<file path="src/rtl/enigma_pkg.sv">
// Shared Enigma constants: alphabet size, historical rotor wirings and
// notches, and the modular helpers used by the rotor datapath.
package enigma_pkg;

  localparam int N_LETTERS = 26;
  localparam int IDX_W     = $clog2(N_LETTERS);

  // Entry k (bits [k*IDX_W +: IDX_W]) is the output contact for input contact k.
  typedef logic [N_LETTERS*IDX_W-1:0] wiring_t;

  // Listed from contact Z down to contact A so that A lands in the low bits.
  // EKMFLGDQVZNTOWYHXUSPAIBRCJ
  localparam wiring_t ROTOR_I = {
    5'd9,  5'd2,  5'd17, 5'd1,  5'd8,  5'd0,  5'd15, 5'd18, 5'd20, 5'd23,
    5'd7,  5'd24, 5'd22, 5'd14, 5'd19, 5'd13, 5'd25, 5'd21, 5'd16, 5'd3,
    5'd6,  5'd11, 5'd5,  5'd12, 5'd10, 5'd4};
  // AJDKSIRUXBLHWTMCQGZNPYFVOE
  localparam wiring_t ROTOR_II = {
    5'd4,  5'd14, 5'd21, 5'd5,  5'd24, 5'd15, 5'd13, 5'd25, 5'd6,  5'd16,
    5'd2,  5'd12, 5'd19, 5'd22, 5'd7,  5'd11, 5'd1,  5'd23, 5'd20, 5'd17,
    5'd8,  5'd18, 5'd10, 5'd3,  5'd9,  5'd0};
  // BDFHJLCPRTXVZNYEIWGAKMOUSQ
  localparam wiring_t ROTOR_III = {
    5'd16, 5'd18, 5'd20, 5'd14, 5'd12, 5'd10, 5'd0,  5'd6,  5'd22, 5'd8,
    5'd4,  5'd24, 5'd13, 5'd25, 5'd21, 5'd23, 5'd19, 5'd17, 5'd15, 5'd2,
    5'd11, 5'd9,  5'd7,  5'd5,  5'd3,  5'd1};
  // ESOVPZJAYQUIRHXLNFTGKDCMWB
  localparam wiring_t ROTOR_IV = {
    5'd1,  5'd22, 5'd12, 5'd2,  5'd3,  5'd10, 5'd6,  5'd19, 5'd5,  5'd13,
    5'd11, 5'd23, 5'd7,  5'd17, 5'd8,  5'd20, 5'd16, 5'd24, 5'd0,  5'd9,
    5'd25, 5'd15, 5'd21, 5'd14, 5'd18, 5'd4};
  // VZBRGITYUPSDNHLXAWMJQOFECK
  localparam wiring_t ROTOR_V = {
    5'd10, 5'd2,  5'd4,  5'd5,  5'd14, 5'd16, 5'd9,  5'd22, 5'd0,  5'd12,
    5'd23, 5'd11, 5'd7,  5'd13, 5'd3,  5'd18, 5'd15, 5'd20, 5'd8,  5'd17,
    5'd6,  5'd19, 5'd24, 5'd1,  5'd25, 5'd21};

  localparam int NOTCH_I   = 16;  // Q
  localparam int NOTCH_II  = 4;   // E
  localparam int NOTCH_III = 21;  // V
  localparam int NOTCH_IV  = 9;   // J
  localparam int NOTCH_V   = 25;  // Z

  // Builds the reverse-direction table: if contact k maps to m, m maps to k.
  function automatic wiring_t invert_wiring(input wiring_t w);
    wiring_t inv;
    inv = '0;
    for (int k = 0; k < N_LETTERS; k++) begin
      inv[int'(w[k*IDX_W +: IDX_W])*IDX_W +: IDX_W] = IDX_W'(k);
    end
    return inv;
  endfunction

  // (a + b) mod n for a, b < n; a single subtract suffices since a + b < 2n.
  function automatic logic [IDX_W-1:0] mod_add(input logic [IDX_W:0] a,
                                               input logic [IDX_W:0] b,
                                               input logic [IDX_W:0] n);
    logic [IDX_W:0] s;
    s = a + b;
    if (s >= n) s = s - n;
    return s[IDX_W-1:0];
  endfunction

  // (a - b) mod n for a, b < n, computed as a + n - b to stay non-negative.
  function automatic logic [IDX_W-1:0] mod_sub(input logic [IDX_W:0] a,
                                               input logic [IDX_W:0] b,
                                               input logic [IDX_W:0] n);
    logic [IDX_W:0] s;
    s = a + n - b;
    if (s >= n) s = s - n;
    return s[IDX_W-1:0];
  endfunction

endpackage

</file>
<file path="src/rtl/rotor_perm.sv">
// Combinational rotor permutation: one-hot letter in, rotated through the
// wiring table by the current offset, one-hot letter out, plus a one-hot check.
module rotor_perm import enigma_pkg::*; #(
  parameter int             N     = N_LETTERS,
  parameter int             W     = $clog2(N),
  parameter logic [N*W-1:0] TABLE = ROTOR_I
) (
  input  logic [N-1:0] letter,
  input  logic [W-1:0] off,
  output logic [N-1:0] result,
  output logic         err
);

  localparam logic [W:0] NV = (W+1)'(N);

  logic         one_hot;
  logic [W-1:0] idx;
  logic [W-1:0] contact;
  logic [W-1:0] mapped;
  logic [W-1:0] out_idx;

  // Decode, shift into rotor frame, look up wiring, shift back, re-encode.
  always_comb begin
    // NOTE: every variable gets a value before any branch so no latch is inferred.
    idx     = '0;
    result  = '0;
    one_hot = (letter != '0) && ((letter & (letter - N'(1))) == '0);
    for (int k = 0; k < N; k++) begin
      if (letter[k]) idx = idx | W'(k);
    end
    contact = mod_add({1'b0, idx}, {1'b0, off}, NV);
    mapped  = TABLE[int'(contact)*W +: W];
    out_idx = mod_sub({1'b0, mapped}, {1'b0, off}, NV);
    if (one_hot) result = N'(1) << out_idx;
    err = ~one_hot;
  end

endmodule

</file>
<file path="src/rtl/stepping_rotor.sv">
// One clocked Enigma rotor stage: position/ring registers, turnover carry,
// and registered forward and inverse translation paths.
module stepping_rotor import enigma_pkg::*; #(
  parameter int             N      = N_LETTERS,
  parameter int             W      = $clog2(N),
  parameter logic [N*W-1:0] WIRING = ROTOR_I,
  parameter int             NOTCH  = NOTCH_I
) (
  input  logic         CLK,
  input  logic         RST_N,
  input  logic         load_i,
  input  logic [W-1:0] pos_i,
  input  logic [W-1:0] ring_i,
  input  logic         step_i,
  input  logic         fwd_valid_i,
  input  logic [N-1:0] fwd_i,
  input  logic         inv_valid_i,
  input  logic [N-1:0] inv_i,
  output logic         fwd_valid_o,
  output logic [N-1:0] fwd_o,
  output logic         fwd_err_o,
  output logic         inv_valid_o,
  output logic [N-1:0] inv_o,
  output logic         inv_err_o,
  output logic [W-1:0] pos_o,
  output logic         at_notch_o,
  output logic         carry_o
);

  localparam logic [N*W-1:0] INV_WIRING = invert_wiring(WIRING);
  localparam logic [W:0]     NV         = (W+1)'(N);
  localparam logic [W-1:0]   NOTCH_IDX  = W'(NOTCH);

  logic [W-1:0] pos_q;
  logic [W-1:0] ring_q;
  logic [W-1:0] off;
  logic         carry_q;
  logic [N-1:0] fwd_res;
  logic [N-1:0] inv_res;
  logic         fwd_bad;
  logic         inv_bad;

  // Offset between the rotor's physical position and its ring setting.
  assign off = mod_sub({1'b0, pos_q}, {1'b0, ring_q}, NV);

  rotor_perm #(.N(N), .W(W), .TABLE(WIRING)) u_fwd (
    .letter (fwd_i),
    .off    (off),
    .result (fwd_res),
    .err    (fwd_bad)
  );

  rotor_perm #(.N(N), .W(W), .TABLE(INV_WIRING)) u_inv (
    .letter (inv_i),
    .off    (off),
    .result (inv_res),
    .err    (inv_bad)
  );

  // Position and ring update: load beats step; carry pulses when stepping off the notch.
  always_ff @(posedge CLK or negedge RST_N) begin
    if (!RST_N) begin
      pos_q   <= '0;
      ring_q  <= '0;
      carry_q <= 1'b0;
    end else if (load_i) begin
      // NOTE: non-blocking updates mean the translation paths this cycle still see the old pos/ring.
      pos_q   <= mod_add({1'b0, pos_i}, '0, NV);
      ring_q  <= mod_add({1'b0, ring_i}, '0, NV);
      carry_q <= 1'b0;
    end else if (step_i) begin
      pos_q   <= mod_add({1'b0, pos_q}, (W+1)'(1), NV);
      carry_q <= (pos_q == NOTCH_IDX);
    end else begin
      carry_q <= 1'b0;
    end
  end

  // Output pipeline: results are zeroed whenever the matching request was idle.
  always_ff @(posedge CLK or negedge RST_N) begin
    if (!RST_N) begin
      fwd_valid_o <= 1'b0;
      fwd_o       <= '0;
      fwd_err_o   <= 1'b0;
      inv_valid_o <= 1'b0;
      inv_o       <= '0;
      inv_err_o   <= 1'b0;
    end else begin
      fwd_valid_o <= fwd_valid_i;
      fwd_o       <= fwd_valid_i ? fwd_res : '0;
      fwd_err_o   <= fwd_valid_i & fwd_bad;
      inv_valid_o <= inv_valid_i;
      inv_o       <= inv_valid_i ? inv_res : '0;
      inv_err_o   <= inv_valid_i & inv_bad;
    end
  end

  assign pos_o      = pos_q;
  assign at_notch_o = (pos_q == NOTCH_IDX);
  assign carry_o    = carry_q;

endmodule

</file>
<file path="config.mk">
export PLATFORM = sky130hd
export DESIGN_NAME = stepping_rotor
export DESIGN_NICKNAME = d
export VERILOG_FILES = /design/src/rtl/enigma_pkg.sv /design/src/rtl/rotor_perm.sv /design/src/rtl/stepping_rotor.sv
export SDC_FILE = /design/constraint.sdc
export NUM_CORES = 1
export LEC_CHECK = 0
export BUFFER_PORTS_ARGS = -buffer_cell sky130_fd_sc_hd__buf_2
export CAP_MARGIN = 20
export CORE_UTILIZATION = 48
export DETAILED_ROUTE_END_ITERATION = 6
export GPL_TIMING_DRIVEN = 0
export PLACE_DENSITY = 0.71
export SLEW_MARGIN = 0
export SYNTH_ARGS = -nofsm -noshare
export SYNTH_HDL_FRONTEND = slang
export SYNTH_SLANG_ARGS = --single-unit
</file>
<file path="constraint.sdc">
create_clock -name CLK -period 24.7 [get_ports CLK]
set_clock_uncertainty 0.15 [all_clocks]
set_input_delay 0 -clock CLK [delete_from_list [all_inputs] [get_ports CLK]]
set_output_delay 0 -clock CLK [all_outputs]
set_load 0.05 [all_outputs]
</file>
After elaboration in Yosys (flattened, before gate mapping). Index checks and enable logic that the tools add are counted.

Bits in registers: 67. Input bits: 68. Output and inout bits: 63. Word-level logic and storage cells: 128.

$add $sub $neg: 19. $mul: 2. Magnitude comparators: 8. Equal/unequal tests: 1. Shift operators: 4. Muxes and demuxes: 72. Bitwise operators: 6. Reductions and logical operators: 7.

Operators by type and width (number): $shiftx 130x32->5 const A (2); $mux 5 (35); $mux 26 (4); $mux 4 (16); $and 26x26->26 (2); $logic_not 26->1 (2); $reduce_bool 26->1 (2); $shl 1x5->26 const A (2); $sub 26x1->26 const B (2); $sub 5x5->5 const B (8); $ge 6x5->1 const B (6); $mux 3 (8); $add 5x5->6 const B (3); $sub 6x5->6 (3); $mul 5x3->8 const B (2); $add 5x5->6 (2); $ge 5x5->1 const B (2); $mux 2 (4); $add 5x1->6 const B (1); $eq 5x5->1 const B (1); $mux 1 (5); $and 1x1->1 (2); $logic_and 1x1->1 (2); $not 1->1 (2); $reduce_bool 2->1 (1).

Depth between registers and ports, before layout.
Word-level depth: 37. Depth in mapped cells: 40. Mapped depth without buffers: 37.

Cells and area by module. Synthesis repeated with hierarchy kept, for this count alone.

Cells, all modules: 799. Area, all modules: 6741.5 µm².

By module, submodules not included: stepping_rotor (times used 1, cells each 278, area an instance 3072.9 µm², sequential area each 1676.6 µm²); rotor_perm (u_inv) (times used 1, cells each 267, area an instance 1866.8 µm², sequential area each 0.0 µm²); rotor_perm (u_fwd) (times used 1, cells each 254, area an instance 1801.7 µm², sequential area each 0.0 µm²).

Least setup slack after synthesis. No wires, ideal clock.

Kind: reg-to-reg. Start: register pos_q[1] (netlist: pos_o[1]). End: register inv_o[24]. Setup time: 0.121 ns. Arrival: 8.135 ns. Data required time: 24.429 ns. Path slack: 16.294 ns. Stages on the path, launching flop included: 37. Buffers on the path: 2. Period minus slack after synthesis: 8.406 ns. Cell sequence: dfrtp_1 inv_1 ha_1 inv_1 ha_1 fa_1 inv_1 a21o_1 o32a_1 buf_2 nor2_1 xnor2_1 ha_1 buf_1 nor3b_1 mux2_1 nor3_1 a2bb2oi_2 or2_1 o21ai_0 o21ai_0 inv_1 ha_1 inv_1 nand2_1 o21ai_0 nor2_1 a21oi_1 o21a_1 ha_1 fa_1 a21o_1 a21oi_1 or4_4 a21oi_4 mux2i_1 and4b_1.

Longest elaborated chain between the ends: 16. Elaborated cells between the ends (all ways): 19. Those cells by class: add/sub (8); mul (1); order compare (3); shift (2); mux (5).

Ends and longest elaborated chain: from (decl) (line stepping_rotor.sv:34) `logic [W-1:0] pos_q;`; from (signal assigned) (line stepping_rotor.sv:68) `pos_q <= mod_add({1'b0, pos_i}, '0, NV);`; from (signal assigned) (line stepping_rotor.sv:72) `pos_q <= mod_add({1'b0, pos_q}, (W+1)'(1), NV);`; $add 5x5->6 (*) (line enigma_pkg.sv:69) `s = a + n - b;`; $sub 6x5->6 (*) (line enigma_pkg.sv:69); $sub 5x5->5 / $ge 6x5->1 (equally long branches) (line enigma_pkg.sv:70) `if (s >= n) s = s - n;`; $mux 5 (*) (line enigma_pkg.sv:70); $add 5x5->6 (line enigma_pkg.sv:59) `s = a + b;`; $sub 5x5->5 / $ge 6x5->1 (equally long branches) (line enigma_pkg.sv:60) `if (s >= n) s = s - n;`; $mux 5 (line enigma_pkg.sv:60); $mul 5x3->8 (line rotor_perm.sv:32) `mapped = TABLE[int'(contact)*W +: W];`; $shiftx 130x32->5 (line rotor_perm.sv:32); $add 5x5->6 (line enigma_pkg.sv:69); $sub 6x5->6 (*) (line enigma_pkg.sv:69); $sub 5x5->5 / $ge 6x5->1 (equally long branches) (line enigma_pkg.sv:70); $mux 5 (*) (line enigma_pkg.sv:70); $shl 1x5->26 (*) (line rotor_perm.sv:34) `if (one_hot) result = N'(1) << out_idx;`; $mux 26 (*) (line rotor_perm.sv:34); $mux 26 (*) (line stepping_rotor.sv:93) `inv_o <= inv_valid_i ? inv_res : '0;`; to (signal assigned) (line stepping_rotor.sv:93); to (decl) (line stepping_rotor.sv:23) `output logic [N-1:0] inv_o,`.

Every way passes the cells marked *; elsewhere a longest branch is shown, timed or not. A chain may end at the register's enable or synchronous reset.

Worst setup path in the final report.
Start: register pos_q[1] (netlist: pos_o[1]). End: register fwd_o[15].

Longest elaborated chain between the ends: 16. Elaborated cells between the ends (all ways): 19. Those cells by class: add/sub (8); mul (1); order compare (3); shift (2); mux (5).

Ends and longest elaborated chain: $add 5x5->6 (*) (line enigma_pkg.sv:69); $sub 6x5->6 (*) (line enigma_pkg.sv:69); $sub 5x5->5 / $ge 6x5->1 (equally long branches) (line enigma_pkg.sv:70); $mux 5 (*) (line enigma_pkg.sv:70); $add 5x5->6 (line enigma_pkg.sv:59); $sub 5x5->5 / $ge 6x5->1 (equally long branches) (line enigma_pkg.sv:60); $mux 5 (line enigma_pkg.sv:60); $mul 5x3->8 (line rotor_perm.sv:32); $shiftx 130x32->5 (line rotor_perm.sv:32); $add 5x5->6 (line enigma_pkg.sv:69); $sub 6x5->6 (*) (line enigma_pkg.sv:69); $sub 5x5->5 / $ge 6x5->1 (equally long branches) (line enigma_pkg.sv:70); $mux 5 (*) (line enigma_pkg.sv:70); $shl 1x5->26 (*) (line rotor_perm.sv:34); $mux 26 (*) (line rotor_perm.sv:34); $mux 26 (*) (line stepping_rotor.sv:90) `fwd_o <= fwd_valid_i ? fwd_res : '0;`; to (signal assigned) (line stepping_rotor.sv:90); to (decl) (line stepping_rotor.sv:20) `output logic [N-1:0] fwd_o,`.

Marks and branches as above.

==> flow_summary.toml <==
[hold_path]
worstHoldPathType = "in -> reg"

[worst_setup_path]
path_common_cell = "sky130_fd_sc_hd__ha_1"
critical_path_buf_inv_count = 5
reg2reg_setup_slack_ns = 15.26
worstRegToRegCells = 31
critical_path_peak_fanout = 9
critPathLaunch = "pos_o[1]$_DFFE_PN0P_"
critPathKind = "reg -> reg"
worst_r2r_endpoint = "fwd_o[15]$_DFF_PN0_"
endpoint_kind = "flop"
critical_path_arrival_ns = 9.45
timing.critical_path.depth = 31
cpLargestDelayFamily = "compound AO/OA/AOI/OAI gates"
setup.worst_path.start_class = "flop"
cp_slowest_cell = "sky130_fd_sc_hd__a211oi_1"
timing.critical_path.slowest_cell_delay_ns = 0.75
r2r-start = "pos_o[1]$_DFFE_PN0P_"
required_ns = 24.71
endpoint = "fwd_o[15]$_DFF_PN0_"

[clock_network]
clock_tree_root = "sky130_fd_sc_hd__clkbuf_16"
clock_latency_ns = 0.34
ctsLongestPathBuffers = 2
cts_inserted_buffers = 9
cts.sinks = 67
worst_setup_hold_path_clk_slew_ns = 0.06
htree_num_levels = 3
tritoncts_clock_tree = "built"
cts_setup_buffers = 0

[route]
wl_per_cell_um = 14.58
remaining_drc_errors = 0
first_pass_iters = 5
wl_mm = 16.80
detail_route.iter0.violations = 447
antenna_left = 0
post_drt_via_cell_ratio = 5.793
dr_total_vias = 6673

[synthesis]
post_synth_main_area_contributors = "sky130_fd_sc_hd__dfrtp_1 25%, sky130_fd_sc_hd__ha_1 11%, sky130_fd_sc_hd__inv_1 3.7%"
synth_largest_area_cell = "sky130_fd_sc_hd__dfrtp_1"
syn-num-nets = 931
synth_warn = 0
asyncSetResetFlopFracSynth_pct = 100.0
ys_types = 84
syn_area_sq_um = 6623
syn_inst_count = 804
synth_ff_type = "sky130_fd_sc_hd__dfrtp_1"
synth_largest_type_area_fraction_pct = 25.32
synth_enable_flop_cells = 0
postSynthAreaPerCell_sq_um = 8.237
ys_seq_area_share_pct = 25.32
synth.ff_latch_count = 67

[die]
die_h_um = 119.5
rows = 42
initial_core_util_pct = 49.62
fp.dieW_um = 119.5
die_area_sq_um = 14270
floorplan.io_pins = 131
core_area_sq_um = 13350

[finish]
layout.nets = 1098
final-seq-area_sq_um = 1677
antennaDiodeCount = 0
instances_no_fill = 1152
area_delta_synth_final_pct = 22.16
multiInputGateArea_sq_um = 4609
fillerInstances = 1228
layout-drive-gt1-share_pct = 18.75

[place]
place.port_buffers = 128
dp_worst_setup_slack_ns = 15.33
dp_cells = 1108
place_congestion = 0.8529
dpl.hpwl_mm = 12.49

[timing]
timing_hold_violations_final = 0
fin_crit_ns = 9.440
grt_setup_unrepaired = "no"
sum_of_negative_setup_slack_ns = 0
timing.fmax_mhz = 105.9
worst_pin_slew_ns = 0.8879
slew_viol_final = 0
final.period_utilization_pct = 38.22
final.setup.worst_slack_ns = 15.26
slew_headroom_pct = 40.45
finalSetupViolations = 0

[grt]
initial_antenna_violation_count = 0
grtUsageTotal_pct = 24.62
grt_first_pass_wirelength_mm = 28.66
grt.overflow.total = 0
grt_start_max_net_pins = 68
grt_pass1_vias = 6103

[run]
max_cap_violations = 0

[run_status]
status = "complete, no violations"
[layout make-up]
type / count / share of cell area (%)
plain buffers: 21 / 1.052
well taps: 176 / 2.722
flip-flops and latches: 67 / 20.72
multi-input cells: 649 / 56.97
repair buffers: 156 / 11.41
inverters: 67 / 3.109
clock buffers: 9 / 2.784
clock inverters: 7 / 1.222
[worst min path at each step]
stage / from / to / slack (ns) / cells past startpoint
2_1_floorplan: RST_N / carry_o$_DFF_PN0_ / -0.45 / 0
3_3_place_gp: inv_valid_i / inv_valid_o$_DFF_PN0_ / 0.007 / 1
3_5_place_dp: RST_N / carry_o$_DFF_PN0_ / -0.007 / 1
4_1_cts: fwd_i[9] / fwd_err_o$_DFF_PN0_ / 0.09 / 4
5_1_grt: fwd_i[9] / fwd_err_o$_DFF_PN0_ / 0.14 / 4
6_report: fwd_i[9] / fwd_err_o$_DFF_PN0_ / 0.1 / 4
[what timing repair did]
item,4_1_cts,5_1_grt
endpoints found under the setup margin,0,0
hold buffers,28,0
resized for setup,0,0
hold endpoints to repair,92,0
[flip-flops by register name (all words and copies together), names as in the netlist]
register     flops
carry_o          1
fwd_err_o        1
fwd_o           26
fwd_valid_o      1
inv_err_o        1
inv_o           26
inv_valid_o      1
pos_o            5
ring_q           5
[cells by family (layout without fill, tap and decap cells)]
logic type | after synthesis | count (layout) | share of synthesized area [%]
AO/OA/AOI/OAI | 207 | 207 | 21.82
flip-flops | 67 | 67 | 25.32
multiplexers | 32 | 32 | 5.082
XOR/XNOR | 33 | 33 | 4.761
AND/OR/NAND/NOR | 311 | 311 | 25.39
adder cells (fa/ha/maj) | 66 | 66 | 12.54
buffers and inverters | 88 | 260 | 5.082
[routing by layer]
metal	vias to the layer above	share of wire, %	track usage [%]
li1	3360	-	-
met1	3125	46	33.46
met2	178	48	40.57
met3	10	4.9	3.831
met4	0	1.1	6.328
met5	-	0	0
[synth_stat cells (3+ instances only)]
| library cell | count |
|---|---|
| sky130_fd_sc_hd__o2111ai_1 | 3 |
| sky130_fd_sc_hd__o21ai_1 | 5 |
| sky130_fd_sc_hd__nor2_1 | 65 |
| sky130_fd_sc_hd__or4_1 | 3 |
| sky130_fd_sc_hd__mux2i_1 | 21 |
| sky130_fd_sc_hd__a22o_1 | 3 |
| sky130_fd_sc_hd__nand2b_1 | 8 |
| sky130_fd_sc_hd__nor3b_1 | 15 |
| sky130_fd_sc_hd__mux2_2 | 9 |
| sky130_fd_sc_hd__o32ai_1 | 7 |
| sky130_fd_sc_hd__or2_2 | 5 |
| sky130_fd_sc_hd__o221ai_1 | 5 |
| sky130_fd_sc_hd__o21ai_0 | 42 |
| sky130_fd_sc_hd__nor4_1 | 24 |
| sky130_fd_sc_hd__nor4b_1 | 10 |
| sky130_fd_sc_hd__nand3_1 | 20 |
| sky130_fd_sc_hd__nand3b_1 | 4 |
| sky130_fd_sc_hd__a21o_1 | 13 |
| sky130_fd_sc_hd__o211ai_1 | 11 |
| sky130_fd_sc_hd__o21a_1 | 6 |
| sky130_fd_sc_hd__buf_1 | 3 |
| sky130_fd_sc_hd__a2111oi_0 | 9 |
| sky130_fd_sc_hd__a211oi_1 | 3 |
| sky130_fd_sc_hd__nand4_1 | 16 |
| sky130_fd_sc_hd__o22ai_1 | 7 |
| sky130_fd_sc_hd__inv_1 | 66 |
| sky130_fd_sc_hd__a311o_1 | 3 |
| sky130_fd_sc_hd__nand2_1 | 62 |
| sky130_fd_sc_hd__dfrtp_1 | 67 |
| sky130_fd_sc_hd__ha_1 | 56 |
| sky130_fd_sc_hd__o32a_1 | 4 |
| sky130_fd_sc_hd__a21oi_1 | 42 |
| sky130_fd_sc_hd__and2_1 | 8 |
| sky130_fd_sc_hd__nor3_1 | 31 |
| sky130_fd_sc_hd__o31ai_1 | 5 |
| sky130_fd_sc_hd__or3_1 | 12 |
| sky130_fd_sc_hd__fa_1 | 3 |
| sky130_fd_sc_hd__xnor2_1 | 25 |
| sky130_fd_sc_hd__maj3_1 | 7 |
| sky130_fd_sc_hd__xor2_1 | 6 |
| sky130_fd_sc_hd__clkbuf_1 | 15 |
| sky130_fd_sc_hd__and3_1 | 10 |
| sky130_fd_sc_hd__a31oi_1 | 8 |
[cells in the final DEF, fill, tap and decap left out, types with 12 or more instances in the layout]
master | Yosys | final
sky130_fd_sc_hd__a21o_1 | 13 | 13
sky130_fd_sc_hd__a21oi_1 | 42 | 42
sky130_fd_sc_hd__buf_2 | 2 | 129
sky130_fd_sc_hd__clkbuf_1 | 15 | 15
sky130_fd_sc_hd__dfrtp_1 | 67 | 67
sky130_fd_sc_hd__dlygate4sd3_1 | 0 | 28
sky130_fd_sc_hd__ha_1 | 56 | 56
sky130_fd_sc_hd__inv_1 | 66 | 66
sky130_fd_sc_hd__mux2i_1 | 21 | 21
sky130_fd_sc_hd__nand2_1 | 62 | 62
sky130_fd_sc_hd__nand3_1 | 20 | 20
sky130_fd_sc_hd__nand4_1 | 16 | 16
sky130_fd_sc_hd__nor2_1 | 65 | 65
sky130_fd_sc_hd__nor3_1 | 31 | 31
sky130_fd_sc_hd__nor3b_1 | 15 | 15
sky130_fd_sc_hd__nor4_1 | 24 | 24
sky130_fd_sc_hd__o21ai_0 | 42 | 42
sky130_fd_sc_hd__or3_1 | 12 | 12
sky130_fd_sc_hd__xnor2_1 | 25 | 25
[worst register-to-register path: cells and delay by family, from the launching register on]
family | cells | cell delay (ns)
xor+xnor | 4 | 1.64
simple gates | 7 | 1.48
compound gates | 7 | 2.39
buf+inv | 5 | 0.60
fa+ha+maj | 6 | 1.89
flops | 1 | 0.38
mux | 2 | 0.74
[per-stage QoR]
step / util [%] / hold WS, ns / instance area, sq um
2_1_floorplan: - / -0.4456 / 6623
4_1_cts: 60.61 / 0.09158 / 8090
6_report: 60.61 / 0.09929 / 8090
3_3_place_gp: 56.06 / 0.006751 / 7483
3_5_place_dp: 56.08 / -0.007001 / 7486
5_1_grt: 60.61 / 0.1409 / 8090
Power is left out: the tool's default activity adds up to more than one toggle a clock period on the data nets, which glitch-free logic cannot reach.
